File: src/rtl/i2s_receiver_pkg.sv
// Shared widths, channel encoding and sample payload for the I2S receiver.
package i2s_receiver_pkg;

  localparam int unsigned SAMPLE_WIDTH = 16;
  localparam int unsigned COUNT_WIDTH  = 5;
  localparam logic        WS_LEFT      = 1'b0;

  typedef logic [SAMPLE_WIDTH-1:0] sample_t;
  typedef logic [COUNT_WIDTH-1:0]  count_t;

  typedef struct packed {
    logic    is_left;
    sample_t audio;
  } sample_beat_t;

  // Left-align a right-justified partial word of `count` bits, zero-filling the LSBs.
  function automatic sample_t left_align(sample_t data, count_t count);
    return data << (COUNT_WIDTH'(SAMPLE_WIDTH) - count);
  endfunction

endpackage

File: src/rtl/i2s_receiver_sync_edge_detector.sv
// Multi-flop synchroniser for one asynchronous bit, with its synchronised level
// and a single-cycle rising-edge pulse.
module sync_edge_detector #(
  parameter int unsigned stages = 2
) (
  input  logic clk,
  input  logic reset,
  input  logic async_in,
  output logic level,
  output logic rise_c
);

  logic [stages-1:0] sync_q;
  logic              level_d;

  always_ff @(posedge clk) begin
    if (!reset) begin
      sync_q  <= '0;
      level_d <= 1'b0;
    end else begin
      sync_q  <= {sync_q[stages-2:0], async_in};
      level_d <= sync_q[stages-1];
    end
  end

  assign level  = sync_q[stages-1];
  assign rise_c = level & ~level_d;

endmodule

File: src/rtl/i2s_receiver.sv
// I2S (Philips) stereo deserialiser delivering 16-bit samples over valid/ready.
// Define I2S_RECEIVER_LEFT_JUSTIFIED_EN to accept left-justified framing instead.
module i2s_receiver
  import i2s_receiver_pkg::*;
#(
  parameter int unsigned sync_stages = 2
) (
  input  logic                    clk,
  input  logic                    reset,
  input  logic                    i2s_sck,
  input  logic                    i2s_ws,
  input  logic                    i2s_sd,
  output logic                    o_valid,
  input  logic                    o_ready,
  output logic                    o_is_left,
  output logic [SAMPLE_WIDTH-1:0] o_audio,
  output logic                    o_overrun
);

  logic       sck_rise_c;
  logic       sck_level_unused;
  logic       ws_s;
  logic       sd_s;
  logic [1:0] rise_unused;

  sync_edge_detector #(.stages(sync_stages)) u_sync_sck (
    .clk(clk), .reset(reset), .async_in(i2s_sck), .level(sck_level_unused), .rise_c(sck_rise_c)
  );
  sync_edge_detector #(.stages(sync_stages)) u_sync_ws (
    .clk(clk), .reset(reset), .async_in(i2s_ws), .level(ws_s), .rise_c(rise_unused[0])
  );
  sync_edge_detector #(.stages(sync_stages)) u_sync_sd (
    .clk(clk), .reset(reset), .async_in(i2s_sd), .level(sd_s), .rise_c(rise_unused[1])
  );

  // primed: prev_ws holds a real sampled ws, so a reset release never fakes a boundary
  logic         primed;
  logic         locked;
  logic         prev_ws;
  logic         cur_left;
  sample_t      shift;
  count_t       bit_count;
  logic         emit_pend;
  sample_beat_t emit_beat;

  logic    boundary_c;
  count_t  count_inc_c;
  sample_t shift_inc_c;
  logic    emit_c;
  sample_t emit_audio_c;

  // Next capture state for one shifted-in bit, and the emission decision at a bit event
  always_comb begin
    boundary_c   = primed && (ws_s != prev_ws);
    count_inc_c  = bit_count;
    shift_inc_c  = shift;
    if (bit_count < COUNT_WIDTH'(SAMPLE_WIDTH)) begin
      count_inc_c = bit_count + COUNT_WIDTH'(1);
      shift_inc_c = {shift[SAMPLE_WIDTH-2:0], sd_s};
    end
    emit_c       = 1'b0;
    emit_audio_c = shift_inc_c;
    if (sck_rise_c && locked) begin
      if (!boundary_c) begin
        emit_c = (bit_count == COUNT_WIDTH'(SAMPLE_WIDTH - 1));
      end else begin
`ifdef I2S_RECEIVER_LEFT_JUSTIFIED_EN
        emit_c       = (bit_count != '0) && (bit_count < COUNT_WIDTH'(SAMPLE_WIDTH));
        emit_audio_c = left_align(shift, bit_count);
`else
        // boundary bit closes the previous word; a word already at 16 was emitted earlier
        emit_c       = (bit_count < COUNT_WIDTH'(SAMPLE_WIDTH));
        emit_audio_c = left_align(shift_inc_c, count_inc_c);
`endif
      end
    end
  end

  always_ff @(posedge clk) begin
    if (!reset) begin
      primed    <= 1'b0;
      locked    <= 1'b0;
      prev_ws   <= 1'b0;
      cur_left  <= 1'b0;
      shift     <= '0;
      bit_count <= '0;
      emit_pend <= 1'b0;
      emit_beat <= '0;
      o_valid   <= 1'b0;
      o_is_left <= 1'b0;
      o_audio   <= '0;
      o_overrun <= 1'b0;
    end else begin
      emit_pend <= emit_c;
      if (emit_c) begin
        emit_beat <= '{is_left: cur_left, audio: emit_audio_c};
      end

      if (sck_rise_c) begin
        primed  <= 1'b1;
        prev_ws <= ws_s;
        if (boundary_c) begin
          locked   <= 1'b1;
          cur_left <= (ws_s == WS_LEFT);
`ifdef I2S_RECEIVER_LEFT_JUSTIFIED_EN
          shift     <= SAMPLE_WIDTH'(sd_s);
          bit_count <= COUNT_WIDTH'(1);
`else
          shift     <= '0;
          bit_count <= '0;
`endif
        end else if (locked) begin
          shift     <= shift_inc_c;
          bit_count <= count_inc_c;
        end
      end

      // Output holding register: a sample arriving while one is stalled is dropped
      if (emit_pend) begin
        if (!o_valid || o_ready) begin
          o_valid   <= 1'b1;
          o_is_left <= emit_beat.is_left;
          o_audio   <= emit_beat.audio;
        end else begin
          o_overrun <= 1'b1;
        end
      end else if (o_ready) begin
        o_valid <= 1'b0;
      end
    end
  end

endmodule

File: config.mk
export PLATFORM = sky130hd
export DESIGN_NAME = i2s_receiver
export DESIGN_NICKNAME = d
export VERILOG_FILES = /design/src/rtl/i2s_receiver_pkg.sv /design/src/rtl/i2s_receiver_sync_edge_detector.sv /design/src/rtl/i2s_receiver.sv
export SDC_FILE = /design/constraint.sdc
export NUM_CORES = 1
export LEC_CHECK = 0
export ABC_AREA = 1
export BUFFER_PORTS_ARGS = -buffer_cell sky130_fd_sc_hd__buf_2
export CORE_MARGIN = 10
export CORE_UTILIZATION = 40
export DETAILED_ROUTE_END_ITERATION = 16
export SYNTH_ARGS = -nofsm -noshare
export SYNTH_HDL_FRONTEND = slang
export SYNTH_HIERARCHICAL = 1
export SYNTH_SLANG_ARGS = --single-unit
export TNS_END_PERCENT = 20
File: constraint.sdc
create_clock -name clk -period 2.7 [get_ports clk]
set_clock_uncertainty 0.05 [all_clocks]
set_input_delay 0.135 -clock clk [delete_from_list [all_inputs] [get_ports clk]]
set_output_delay 0.135 -clock clk [all_outputs]
set_load 0.05 [all_outputs]
==> reports/qor.yml <==
status: "complete, no violations"
path_max_fanout: 8
slew_headroom_pct: 47.03
layout_setup_ws_ns: 0.5415
worst_path_largest_cell_delay_ns: 0.49
cts_tree: "built"
initial_core_util_pct: 41.63
grt_max_degree: 43
cp_cell_sequence: "ha_1 -> inv_1 -> nand2_1 -> nand2_1 -> nand2_4 -> nor2_4 -> nand2_1 -> nand2_1 -> nand2_1 -> nor2_4 -> nand3_1 -> a21oi_1"
end_kind: "flip-flop"
via_per_inst: 5.040
grt_antenna_before_repair: 0
fin_nets: 620
diodes: 0
slew_viol_final: 0
postCtsSetupRepairBufs: 0
start_kind: "flip-flop"
h-tree-depth: 3
globalRouteOverflowTotal: 0
max-vdd-ir-drop_mv: 0.4207
cts_buffers: 9
finalNonFillerCells: 726
clk-insertion-delay-late_ns: 0.35
worstSetupPathType: "reg -> reg"
place_congestion: 0.9307
root_buffer: "clkbuf_8"
worst-path-buf-inv: 1
track_usage_pct: 15.27
ff_latch_area_sq_mm: 0.001381
cts_buffer_depth: 2
core_area_sq_mm: 0.008806
routed_wl_mm: 9.755
tns_ns: 0
leakagePower_nw: 2.005
grt_first_pass_wirelength_mm: 16.62
post_cts_resize_count: 0
firstDrtPassIters: 4
hold_path_class: "in -> reg"
die_area_sq_mm: 0.01339
synth_nets: 600
vias: 3659
finalSetupViolCount: 0
fmax_mhz: 463.3
pin_count: 25
drc: 0
finalHoldViolations: 0
die_y_microns: 115.7
area.growth.synth_to_final_pct: 11.81
grt_pass1_vias: 3453
finish.utilization_pct: 46.55
numClockSinks: 69
place_ws_ns: 0.6201
arrival_ns: 2.40
crit_family: "simple AND/OR/NAND/NOR gates"
power.density_mw_per_mm2: 494.8
drive_gt1_share_pct: 10.52
io_buffers: 24
row_count: 34
fin_crit_sh_pct: 79.94
die_x_microns: 115.7
holdBufCountCts: 4
crit_slowest_cell: "dfxtp_1"
dp.cells: 706
ys_warn_count: 6
postRouteAntennaNets: 0
syn_area_per_cell_sq_um: 6.182
wire_per_inst_microns: 13.44
cp.required_ns: 2.94
clk_pin_slew_ns: 0.08
cp_common_cell: "nand2_1"
rsz0062_at_grt: "false"
drt_iter0_markers: 243
fillCellCount: 921
synth_area_sq_mm: 0.003666
netlist_instances: 593
period_needed_ns: 2.158
hpwlAfterDp_mm: 7.042
maxCapViolCount: 0
multiInputGateArea_sq_mm: 0.001922
worstMarginPinSlew_ns: 0.7897
## cell type report
cell class / count / share of cell area, %
inverter: 62 / 5.678
multi-input combinational: 436 / 46.89
clock inverter: 6 / 2.137
timing repair buffer: 35 / 5.189
tap: 108 / 3.297
sequential: 69 / 33.70
clock buffer: 10 / 3.114
## state kept, by name, summed over array words and instances (netlist names), 2 cells and up
name               flops
emit_beat             17
o_audio               16
shift                 16
bit_count              5
u_sync_sck/sync_q      2
u_sync_sd/sync_q       2
u_sync_ws/sync_q       2
## worst paths after layout
check | slack (ns) | endpoint | start | cells after the start
hold reg to reg | 0.36 | u_sync_sd/sync_q[1] | u_sync_sd/sync_q[0] | 2
setup reg to reg | 0.54 | emit_beat[10] | bit_count[0] | 12
hold / removal | 0.23 | u_sync_sd/sync_q[0] | reset | 4
setup / recovery | 0.54 | emit_beat[10] | bit_count[0] | 12
## per-layer routing
| metal | vias to the layer above | track usage (%) | part of all wire [%] |
|---|---|---|---|
| li1 | 1908 | - | - |
| met1 | 1653 | 19.65 | 48 |
| met2 | 78 | 24.60 | 46 |
| met3 | 20 | 2.894 | 4.0 |
| met4 | 0 | 6.339 | 2.4 |
| met5 | - | 0 | 0 |
## power breakdown
group | internal, W | leakage, nW | switching (W) | total (W)
logic | 0.0000156 | 1.34 | 0.0000298 | 0.0000455
registers | 0.00102 | 0.557 | 0.00000243 | 0.00103
clock network | 0.000521 | 0.110 | 0.000437 | 0.000958
## layout by cell type (no fill, tap or decap), drive strengths merged, types with 6 or more instances in the layout
cell type,instances
nand3,51
nor2,49
nand2,231
clkinv,6
clkbuf,10
buf,31
o21ai,39
inv,60
dfxtp,69
a21oi,59
## tightest hold or removal path, cell delays in order
cell     delay, ns
buf_2         0.10
buf_4         0.23
nand2_1       0.09
inv_1         0.03
## per-stage QoR
| stage | instance area, sq um | total power (W) | hold WS, ns |
|---|---|---|---|
| after floorplan | 3666 | 0.001077 | 0.1785 |
| after global placement | 3844 | 0.001090 | 0.2675 |
| after detailed placement | 3844 | 0.001091 | 0.2703 |
| after CTS | 4099 | 0.002049 | 0.2195 |
| after global routing | 4099 | 0.002088 | 0.2546 |
| final | 4099 | 0.002028 | 0.2303 |
Power figures use the tool's default switching activity.
